### src/rtl/acc_pkg.sv
// Shared bfp32 field layout, constants, drain FSM encoding and a clog2 helper for the accumulator.
package acc_pkg;

  localparam int BFP_EXP_W = 8;
  localparam int BFP_MAN_W = 23;
  localparam int BFP_W     = 1 + BFP_EXP_W + BFP_MAN_W;

  localparam logic [BFP_W-1:0] BFP32_ZERO = 32'h0000_0000;
  localparam logic [BFP_W-1:0] BFP32_MAX  = 32'h7F7F_FFFF;

  typedef enum logic [1:0] {
    IDLE  = 2'd0,
    FLUSH = 2'd1,
    DRAIN = 2'd2
  } acc_state_e;

  // Never returns 0 so that derived index widths stay legal for tiny parameters.
  function automatic int clog2(input int n);
    int r;
    r = 0;
    while ((1 << r) < n) r = r + 1;
    if (r < 1) r = 1;
    return r;
  endfunction

endpackage

### src/rtl/acc_lane.sv
// One column lane: DEPTH-entry partial-sum file, one stage of beat registers, a bfp32 add
// written back at the end of the following cycle, and forwarding of the in-flight sum.
module acc_lane
  import acc_pkg::*;
#(
  parameter int DEPTH   = 4,
  parameter int ENTRY_W = clog2(DEPTH)
) (
  input  logic               clk,
  input  logic               rst,
  input  logic               wr_en,
  input  logic [ENTRY_W-1:0] wr_entry,
  input  logic               wr_first,
  input  logic [BFP_W-1:0]   wr_data,
  input  logic               clear,
  input  logic [ENTRY_W-1:0] rd_entry,
  output logic [BFP_W-1:0]   rd_data,
  output logic               pending
);

  logic [BFP_W-1:0]   acc_q [DEPTH];
  logic               s1_vld;
  logic [ENTRY_W-1:0] s1_entry;
  logic [BFP_W-1:0]   s1_data, s1_opnd;
  logic [BFP_W-1:0]   add_sum, opnd;

  bfp32_adder u_add (
    .a   (s1_data),
    .b   (s1_opnd),
    .sum (add_sum)
  );

  // A clear in the accept cycle means the entry is zero by the time this beat writes back.
  always_comb begin
    opnd = acc_q[wr_entry];
    if (wr_first || clear)
      opnd = BFP32_ZERO;
    else if (s1_vld && s1_entry == wr_entry)
      opnd = add_sum;
  end

  always_ff @(posedge clk or negedge rst) begin
    if (!rst) begin
      s1_vld   <= 1'b0;
      s1_entry <= '0;
      s1_data  <= BFP32_ZERO;
      s1_opnd  <= BFP32_ZERO;
    end else begin
      s1_vld <= wr_en;
      if (wr_en) begin
        s1_entry <= wr_entry;
        s1_data  <= wr_data;
        s1_opnd  <= opnd;
      end
    end
  end

  always_ff @(posedge clk or negedge rst) begin
    if (!rst) begin
      for (int i = 0; i < DEPTH; i++) acc_q[i] <= BFP32_ZERO;
    end else if (clear) begin
      for (int i = 0; i < DEPTH; i++) acc_q[i] <= BFP32_ZERO;
    end else if (s1_vld) begin
      acc_q[s1_entry] <= add_sum;
    end
  end

  assign rd_data = acc_q[rd_entry];
  assign pending = s1_vld;

endmodule

### src/rtl/bfp32_adder.sv
// Combinational bfp32 adder: round-to-nearest-even, zero-exponent inputs and underflow flush to zero,
// overflow saturates to +/- max finite. Callers register the result.
module bfp32_adder
  import acc_pkg::*;
(
  input  logic [BFP_W-1:0] a,
  input  logic [BFP_W-1:0] b,
  output logic [BFP_W-1:0] sum
);

  localparam int MW = BFP_MAN_W + 1;
  localparam int XW = MW + 3;

  logic [BFP_W-1:0]            x, y;
  logic [BFP_EXP_W-1:0]        ex, ey;
  logic [BFP_EXP_W:0]          dexp;
  logic [XW-1:0]               xe, ye, ye_sh, mask, nrm;
  logic [XW:0]                 raw;
  logic [4:0]                  lz;
  logic                        found, rup;
  logic [MW:0]                 rnd;
  logic signed [BFP_EXP_W+1:0] e_res;

  always_comb begin
    // x always carries the larger magnitude so the subtract never goes negative.
    if (a[BFP_W-2:0] >= b[BFP_W-2:0]) begin
      x = a;
      y = b;
    end else begin
      x = b;
      y = a;
    end
    ex   = x[BFP_W-2 -: BFP_EXP_W];
    ey   = y[BFP_W-2 -: BFP_EXP_W];
    xe   = (ex == '0) ? '0 : {1'b1, x[BFP_MAN_W-1:0], 3'b000};
    ye   = (ey == '0) ? '0 : {1'b1, y[BFP_MAN_W-1:0], 3'b000};
    dexp = {1'b0, ex} - {1'b0, ey};
    mask = '0;
    if (int'(dexp) >= XW) begin
      ye_sh = {{(XW-1){1'b0}}, |ye};
    end else begin
      mask  = ~({XW{1'b1}} << dexp);
      ye_sh = (ye >> dexp) | {{(XW-1){1'b0}}, |(ye & mask)};
    end

    if (x[BFP_W-1] == y[BFP_W-1]) raw = {1'b0, xe} + {1'b0, ye_sh};
    else                          raw = {1'b0, xe} - {1'b0, ye_sh};

    e_res = $signed({2'b00, ex});
    lz    = '0;
    found = 1'b0;
    if (raw[XW]) begin
      nrm   = raw[XW:1] | {{(XW-1){1'b0}}, raw[0]};
      e_res = e_res + 10'sd1;
    end else begin
      for (int i = XW - 1; i >= 0; i--) begin
        if (!found && raw[i]) begin
          found = 1'b1;
          lz    = 5'(XW - 1 - i);
        end
      end
      nrm   = raw[XW-1:0] << lz;
      e_res = e_res - $signed({5'b00000, lz});
    end

    rup = nrm[2] & (nrm[1] | nrm[0] | nrm[3]);
    rnd = {1'b0, nrm[XW-1:3]} + {{MW{1'b0}}, rup};
    if (rnd[MW]) begin
      rnd   = rnd >> 1;
      e_res = e_res + 10'sd1;
    end

    // A missing hidden bit means the exact result was zero.
    if (!rnd[MW-1] || e_res <= 10'sd0)
      sum = BFP32_ZERO;
    else if (e_res >= 10'sd255)
      sum = {x[BFP_W-1], BFP32_MAX[BFP_W-2:0]};
    else
      sum = {x[BFP_W-1], e_res[BFP_EXP_W-1:0], rnd[BFP_MAN_W-1:0]};
  end

endmodule

### src/rtl/multi_entry_accumulator.sv
// Per-column multi-entry bfp32 accumulator with a valid/ready drain of one entry, one lane per beat.
// Optional macro ACC_RELU_EN: drained negative nonzero words are output as zero.
module multi_entry_accumulator
  import acc_pkg::*;
#(
  parameter int  ARR_SIZE    = 4,
  parameter int  VERTICAL_BW = 32,
  parameter int  DEPTH       = 4,
  parameter int  OB_ADDR_W   = 4,
  localparam int ENTRY_W     = clog2(DEPTH)
) (
  input  logic                            clk,
  input  logic                            rst,
  input  logic                            in_valid,
  output logic                            in_ready,
  input  logic [ENTRY_W-1:0]              in_entry,
  input  logic                            in_first,
  input  logic [ARR_SIZE*VERTICAL_BW-1:0] in_data,
  input  logic                            acc_clear,
  input  logic                            store_req,
  input  logic [ENTRY_W-1:0]              store_entry,
  input  logic [OB_ADDR_W-1:0]            store_base,
  output logic                            store_busy,
  output logic                            out_valid,
  input  logic                            out_ready,
  output logic [VERTICAL_BW-1:0]          out_data,
  output logic [OB_ADDR_W-1:0]            out_addr
);

  localparam int LANE_W = clog2(ARR_SIZE);

  acc_state_e             state_q, state_d;
  logic [ENTRY_W-1:0]     entry_q;
  logic [OB_ADDR_W-1:0]   base_q;
  logic [LANE_W-1:0]      lane_q;
  logic [VERTICAL_BW-1:0] lane_rd [ARR_SIZE];
  logic [VERTICAL_BW-1:0] drain_word;
  logic [ARR_SIZE-1:0]    lane_pend;
  logic                   accept, clear_eff, last_xfer;

  assign in_ready   = (state_q == IDLE) && !store_req;
  assign accept     = in_valid && in_ready;
  assign store_busy = (state_q != IDLE);
  assign clear_eff  = acc_clear && !store_busy;
  assign last_xfer  = out_ready && (lane_q == LANE_W'(ARR_SIZE - 1));

  for (genvar k = 0; k < ARR_SIZE; k++) begin : g_lane
    acc_lane #(
      .DEPTH   (DEPTH),
      .ENTRY_W (ENTRY_W)
    ) u_lane (
      .clk      (clk),
      .rst      (rst),
      .wr_en    (accept),
      .wr_entry (in_entry),
      .wr_first (in_first),
      .wr_data  (in_data[k*VERTICAL_BW +: VERTICAL_BW]),
      .clear    (clear_eff),
      .rd_entry (entry_q),
      .rd_data  (lane_rd[k]),
      .pending  (lane_pend[k])
    );
  end

  always_ff @(posedge clk or negedge rst) begin
    if (!rst) state_q <= IDLE;
    else      state_q <= state_d;
  end

  // Requests arriving while busy are dropped, not queued.
  always_comb begin
    state_d = state_q;
    case (state_q)
      IDLE:    if (store_req)   state_d = FLUSH;
      FLUSH:   if (~|lane_pend) state_d = DRAIN;
      DRAIN:   if (last_xfer)   state_d = IDLE;
      default:                  state_d = IDLE;
    endcase
  end

  always_ff @(posedge clk or negedge rst) begin
    if (!rst) begin
      entry_q <= '0;
      base_q  <= '0;
      lane_q  <= '0;
    end else begin
      if (state_q == IDLE && store_req) begin
        entry_q <= store_entry;
        base_q  <= store_base;
      end
      if (state_q == FLUSH)
        lane_q <= '0;
      else if (state_q == DRAIN && out_ready)
        lane_q <= lane_q + 1'b1;
    end
  end

  always_comb begin
    out_valid  = 1'b0;
    out_data   = '0;
    out_addr   = '0;
    drain_word = lane_rd[lane_q];
    if (state_q == DRAIN) begin
      out_valid = 1'b1;
      out_addr  = base_q + OB_ADDR_W'(lane_q);
`ifdef ACC_RELU_EN
      out_data  = (drain_word[VERTICAL_BW-1] && |drain_word[VERTICAL_BW-2:0]) ? '0 : drain_word;
`else
      out_data  = drain_word;
`endif
    end
  end

endmodule
### config.mk
export PLATFORM = sky130hd
export DESIGN_NAME = multi_entry_accumulator
export DESIGN_NICKNAME = d
export VERILOG_FILES = /design/src/rtl/acc_pkg.sv /design/src/rtl/acc_lane.sv /design/src/rtl/bfp32_adder.sv /design/src/rtl/multi_entry_accumulator.sv
export SDC_FILE = /design/constraint.sdc
export NUM_CORES = 2
export LEC_CHECK = 0
export ABC_AREA = 1
export BUFFER_PORTS_ARGS = -buffer_cell sky130_fd_sc_hd__buf_2
export CORE_MARGIN = 4
export CORE_UTILIZATION = 55
export DETAILED_ROUTE_END_ITERATION = 12
export MAX_ROUTING_LAYER = met4
export PLACE_DENSITY = 0.71
export SKIP_LAST_GASP = 1
export SYNTH_ARGS = -nofsm -noshare
export SYNTH_HDL_FRONTEND = slang
export SYNTH_SLANG_ARGS = --single-unit
### constraint.sdc
create_clock -name clk -period 26.4 [get_ports clk]
set_input_delay 7.92 -clock clk [delete_from_list [all_inputs] [get_ports clk]]
set_output_delay 7.92 -clock clk [all_outputs]
set_load 0.02 [all_outputs]
=== Yosys cells after proc, flatten, opt, wreduce, memory -nomap -nowiden ===
Index checks and enable logic that the tools add are counted.
W data, S select, Z words.

* Memories kept: 0
* Bits of input ports: 143
* Memory bits (read-only): 0
* Flip-flop bits (word level): 781
* Output and inout bits: 39
* Bits in writable memories: 0
* Bits in latches: 0

* Shifts and indexed selects: 12
* Equality and inequality tests: 11
* Reductions and logical operators: 248
* Add/sub/neg operators: 30
* Div/mod/pow operators: 0
* $lt $le $gt $ge: 21
* Multipliers: 0
* Bitwise logic cells: 32
* Multiplexer cells: 422

{| class="wikitable"
|+ Operators with widths
! operator !! number
|-
| $mux W32 || 40
|-
| $mux W128 || 8
|-
| $bmux W32 S2 || 9
|-
| $mux W5 || 104
|-
| $bwmux W128 || 4
|-
| $mux W27 || 16
|-
| $or A27 B1 Y27 || 8
|-
| $reduce_or A27 Y1 || 8
|-
| $mux W1 || 213
|-
| $ge A31 B31 Y1 || 4
|-
| $mux W31 || 4
|-
| $add A27 B27 Y28 || 4
|-
| $logic_and A1 B1 Y1 || 112
|-
| $mux W28 || 4
|-
| $sub A27 B27 Y28 || 4
|-
| $logic_not A1 Y1 || 110
|-
| $and A27 B27 Y27 || 4
|-
| $not A27 Y27 || 4
|-
| $shl A27 B5 Y27 || 4
|-
| $shl A27 B9 Y27 const A || 4
|-
| $shr A27 B9 Y27 || 4
|-
| $add A24 B1 Y25 || 4
|-
| $mux W24 || 4
|-
| $mux W10 || 8
|-
| 28 further kinds || 88
|}

=== Longest topological paths before layout ===
* Depth in word-level cells: 130
* Depth in mapped cells: 104
* Depth with buffers taken out: 98

=== By module ===
Synthesis repeated with hierarchy kept, for this count alone.

* Cells, all modules: 13432
* Area total of the unflattened synthesis: 81971.1 µm²

{| class="wikitable"
|+ Modules (own cells, without submodules)
! module !! instances !! cells each !! seq. area each (µm²) !! area each (µm²)
|-
| acc_lane at g_lane[1].u_lane ... || 3 || 1294 || 4879.7 || 9796.9
|-
| bfp32_adder at g_lane[2].u_lane.u_add || 1 || 1978 || 0.0 || 10309.9
|-
| bfp32_adder at g_lane[1].u_lane.u_add || 1 || 1977 || 0.0 || 10184.8
|-
| bfp32_adder at g_lane[3].u_lane.u_add || 1 || 1950 || 0.0 || 10163.5
|-
| bfp32_adder at g_lane[0].u_lane.u_add || 1 || 1931 || 0.0 || 9999.6
|-
| acc_lane at g_lane[0].u_lane || 1 || 1287 || 4879.7 || 9875.7
|-
| multi_entry_accumulator || 1 || 427 || 250.2 || 2047.0
|}

=== Worst setup path before layout ===
Ideal clock, no wire load.

* Path type: input to output
* Start point: input store_req
* End point: output in_ready
* Setup slack: 10.206 ns
* Stages on the path: 1
* Required time: 18.480 ns
* Arrival time: 8.274 ns
* Cells stage by stage: nor2_1

* Longest elaborated chain between the ends: 2

{| class="wikitable"
|+ RTL lines
! what !! RTL line !! source
|-
| start: declaration || multi_entry_accumulator.sv:20 || <nowiki>input logic store_req,</nowiki>
|-
| $logic_not A1 Y1 || multi_entry_accumulator.sv:41 || <nowiki>assign in_ready = (state_q == IDLE) && !store_req;</nowiki>
|-
| $logic_and A1 B1 Y1 || multi_entry_accumulator.sv:41 ||
|-
| end: declaration || multi_entry_accumulator.sv:15 || <nowiki>output logic in_ready,</nowiki>
|}

No other way between the ends.

=== Worst setup path after layout ===
* Start point: register g_lane[3].u_lane.s1_opnd[23]
* End point: register g_lane[3].u_lane.s1_opnd[6]

* Longest elaborated chain between the ends: 129

{| class="wikitable"
|+ RTL lines
! what !! RTL line !! source
|-
| start: declaration || acc_lane.sv:24 || <nowiki>logic [BFP_W-1:0] s1_data, s1_opnd;</nowiki>
|-
| start signal: assignment || acc_lane.sv:53 || <nowiki>s1_opnd <= opnd;</nowiki>
|-
| $ge A31 B31 Y1 || bfp32_adder.sv:26 || <nowiki>if (a[BFP_W-2:0] >= b[BFP_W-2:0]) begin</nowiki>
|-
| $mux W32 || bfp32_adder.sv:26 ||
|-
| $sub A8 B8 Y9 || bfp32_adder.sv:37 || <nowiki>dexp = {1'b0, ex} - {1'b0, ey};</nowiki>
|-
| $shl A27 B9 Y27 || bfp32_adder.sv:42 || <nowiki>mask = ~({XW{1'b1}} << dexp);</nowiki>
|-
| $not A27 Y27 || bfp32_adder.sv:42 ||
|-
| $and A27 B27 Y27 || bfp32_adder.sv:43 || <nowiki>ye_sh = (ye >> dexp) | {{(XW-1){1'b0}}, |(ye & mask)};</nowiki>
|-
| $reduce_or A27 Y1 || bfp32_adder.sv:43 ||
|-
| $or A27 B1 Y27 || bfp32_adder.sv:43 ||
|-
| (+113 left out) || - ||
|-
| $and A1 B1 Y1 || bfp32_adder.sv:66 || <nowiki>rup = nrm[2] & (nrm[1] | nrm[0] | nrm[3]);</nowiki>
|-
| $add A24 B1 Y25 || bfp32_adder.sv:67 || <nowiki>rnd = {1'b0, nrm[XW-1:3]} + {{MW{1'b0}}, rup};</nowiki>
|-
| $mux W10 / $mux W24 (equally long branches) || bfp32_adder.sv:68 || <nowiki>if (rnd[MW]) begin</nowiki>
|-
| $ge A10 B9 Y1 (tied with other cells) || bfp32_adder.sv:76 || <nowiki>else if (e_res >= 10'sd255)</nowiki>
|-
| $mux W31 / $logic_or A1 B1 Y1 (equally long branches) || bfp32_adder.sv:76, bfp32_adder.sv:74 ||
|-
| $mux W32 (*) || bfp32_adder.sv:74 || <nowiki>if (!rnd[MW-1] || e_res <= 10'sd0)</nowiki>
|-
| $mux W32 (*) || acc_lane.sv:38 || <nowiki>else if (s1_vld && s1_entry == wr_entry)</nowiki>
|-
| $mux W32 (*) || acc_lane.sv:36 || <nowiki>if (wr_first || clear)</nowiki>
|}

Mark *: on every way between the ends. The rest lies on a longest branch, timed or not. The select of a mux whose other input is x is not followed.
A chain may end at the register's enable or synchronous reset.

==> results.yml <==
status:
  status: "finished, final reports clean"
timing:
  fin_ws_ps: 9280
  min_period_ps: 17120
  setup_viol_count_final: 0
  fin_tns_setup_ps: 0
  slew_viol_final: 0
  period_share_pct: 64.8
  fmax_mhz: 58.4
  finClkSkew_ps: 39.4
  relSlewSlack_pct: 12.2
  rsz0062_at_grt: "false"
  hold_viol: 0
  worst_slew_pin_slew_ps: 1320
grt:
  antenna_found_initial: 4
  overflow: 0
  grt_max_degree: 172
  grt_pass1_wl_mm: 474
  track_usage_pct: 41.4
  grt_pass1_vias: 82000
routing:
  drt_iter0_markers: 12100
  firstDrtPassIters: 6
  wire_per_inst_um: 21.9
  drc: 0
  drt-total-wl_mm: 309
  detail_route.vias_per_cell: 6.28
  ant_nets: 0
  num_vias: 88500
worst_setup_path:
  timing.rr.start: "g_lane[3].u_lane.s1_opnd[23]$_DFFE_PN0P_"
  critPathRequiredTime_ps: 27060
  arrival_ps: 17780
  end_kind: "flop"
  crit_buf_inv: 10
  crit_top_cell: "nor2_1"
  start_kind: "flop"
  path_class: "flop to flop"
  setup.worst_path.start: "g_lane[3].u_lane.s1_opnd[23]$_DFFE_PN0P_"
  slowest_delay_ps: 910
  crit_path_top_delay_cell: "nand2_4"
  crit_fanout: 91
  path_delay_family: "simple AND/OR/NAND/NOR gates"
min_path:
  min_from: "g_lane[3].u_lane.s1_opnd[30]$_DFFE_PN0P_"
  hp-class: "flop to flop"
synth:
  ys_ff_latch: 781
  synth.avg_cell_area_um2: 6.24
  ys_seq_area_share_pct: 25.1
  yosys.cell_types.count: 87
  postSynthNetCount: 12900
  yosysWarnings: 0
  async_reset_ff_share_pct: 100
  synth_area_um2: 78000
  synthesis.instances: 12500
  ys.flop_type: "dfrtp_1"
  synth_edf_count: 0
cts:
  postCtsSetupBuffers: 0
  numCtsBuffers: 89
  clk_pin_slew_ps: 60
  cts_hold_buffers: 0
  root_buffer: "clkbuf_16"
  cts_resized: 0
  cts_sinks: 781
  clock_path_buffers: 3
  cts_tree: "built"
  htree_levels: 3
  clk_latency_ps: 720
place:
  preCtsSetupSlack_ps: 9900
  hpwlAfterDp_mm: 222
  gp_congestion: 1.04
  port_buffers: 181
  dp_cells: 13900
final_layout:
  fin_cells: 14100
  multi_input_area_um2: 49800
  area_growth_pct: 4.28
  n_fill_cell: 14200
  seq_area_um2: 19600
  final_util_pct: 58.0
  nNetsFinal: 12600
  drive_gt1_share_pct: 7.46
job:
  max_cap_violations: 0
floorplan:
  row_count: 137
  die_h_um: 385
  die-area_um2: 148000
  ioPinCount: 182
  fp.coreArea_um2: 140000
  die_width_um: 385
  start_util_pct: 55.6
[metal layers]
metal	global-route usage [%]	routed length (um)	vias to the layer above
met5	-	0	-
met2	61.4	134000	5203
met4	18.0	15400	0
met3	7.99	33700	902
met1	55.1	126000	41400
li1	-	-	41000
[per-stage QoR]
| step | hold slack (ps) | instance area [um2] |
|---|---|---|
| after global placement | 466 | 78400 |
| after global routing | 516 | 81300 |
| after CTS | 483 | 81300 |
| after detailed placement | 466 | 78400 |
| final | 481 | 81300 |
| after floorplan | 449 | 78000 |
[flip-flops by register name, indices dropped and copies added, names as in the netlist]
signal	flops
entry_q	2
g_lane.u_lane.s1_entry	2
state_q	2
g_lane.u_lane.s1_data	128
g_lane.u_lane.acc_q	512
lane_q	2
g_lane.u_lane.pending	1
base_q	4
g_lane.u_lane.s1_opnd	128
[cell usage after synthesis, types with 37 or more instances]
library cell	number	area share, %
clkbuf_1	426	2.1
a21oi_1	895	5.7
dfrtp_1	781	25
a31oi_1	168	1.3
xnor2_1	98	1.1
buf_2	67	0.43
buf_6	46	0.66
nand2_2	137	1.1
nand2_4	51	0.74
nand2_1	3452	17
xor2_1	198	2.2
nor2_1	741	3.6
o22ai_1	382	3.1
ha_1	271	4.3
buf_1	85	0.41
o21ai_1	143	0.92
nor2_2	46	0.37
inv_1	1277	6.1
o21ai_0	957	6.1
inv_2	37	0.18
nor3_1	78	0.50
nand3_1	1378	8.8
nand4_1	211	1.7
or2_2	39	0.31
[cells in the final DEF (no fill, tap or decap), drive strengths merged, types with 4 or more instances in the layout]
| cell type | instances |
|---|---|
| o21ai | 1123 |
| nor2 | 808 |
| or2 | 42 |
| o22ai | 414 |
| dfrtp | 781 |
| mux2 | 4 |
| o41ai | 10 |
| o21a | 12 |
| buf | 277 |
| nor3 | 84 |
| nand2 | 3641 |
| nor3b | 8 |
| clkinv | 42 |
| fa | 9 |
| o31ai | 13 |
| xnor2 | 98 |
| a31oi | 168 |
| a22oi | 13 |
| a21boi | 7 |
| xor2 | 199 |
| o21bai | 23 |
| o211ai | 38 |
| a21oi | 907 |
| o2111ai | 12 |
| clkbuf | 119 |
| diode | 5 |
| nand3b | 23 |
| nand4 | 215 |
| nor4 | 19 |
| a21o | 24 |
| and2 | 6 |
| clkinvlp | 6 |
| nand3 | 1419 |
| inv | 1324 |
| bufinv | 6 |
| ha | 271 |
| a211oi | 27 |
[final timing paths]
path	endpoint	slack (ps)	cells past startpoint
worst max-delay path	g_lane[3].u_lane.s1_opnd[6]$_DFFE_PN0P_	9280	88
worst min-delay path	g_lane[3].u_lane.s1_opnd[30]$_DFFE_PN0P_	480	2
worst max register to register	g_lane[3].u_lane.s1_opnd[6]$_DFFE_PN0P_	9280	88
worst min register to register	g_lane[3].u_lane.s1_opnd[30]$_DFFE_PN0P_	480	2
max in group asynchronous	g_lane[3].u_lane.s1_data[29]$_DFFE_PN0P_	15950	4
min in group asynchronous	g_lane[1].u_lane.s1_data[22]$_DFFE_PN0P_	7230	1
[worst min-delay path: stages, from the launching register on]
cell,delay [ps]
dfrtp_1,340
nand2_1,60
nand2_1,50
[cell families after synthesis]
logic type / count (synthesis) / synth area share (%)
adder cells (fa/ha/maj): 280 / 4.58
XOR/XNOR: 297 / 3.35
AO/OA/AOI/OAI: 2814 / 20.2
AND/OR/NAND/NOR: 6270 / 35.5
buffers and inverters: 2046 / 11.3
flip-flops: 781 / 25.1
multiplexers: 4 / 0.0578
[layout make-up]
type / instances / share of cell area [%]
Clock inverter: 41 / 0.557
Sequential cell: 781 / 24.0
Clock buffer: 119 / 3.04
Inverter: 1337 / 6.23
Timing Repair Buffer: 277 / 2.05
Multi-Input combinational cell: 9665 / 61.2
Antenna cell: 5 / 0.0154
Tap cell: 1876 / 2.89
Power is left out: the tool's default activity adds up to more than one toggle a clock period on the data nets, which glitch-free logic cannot reach.
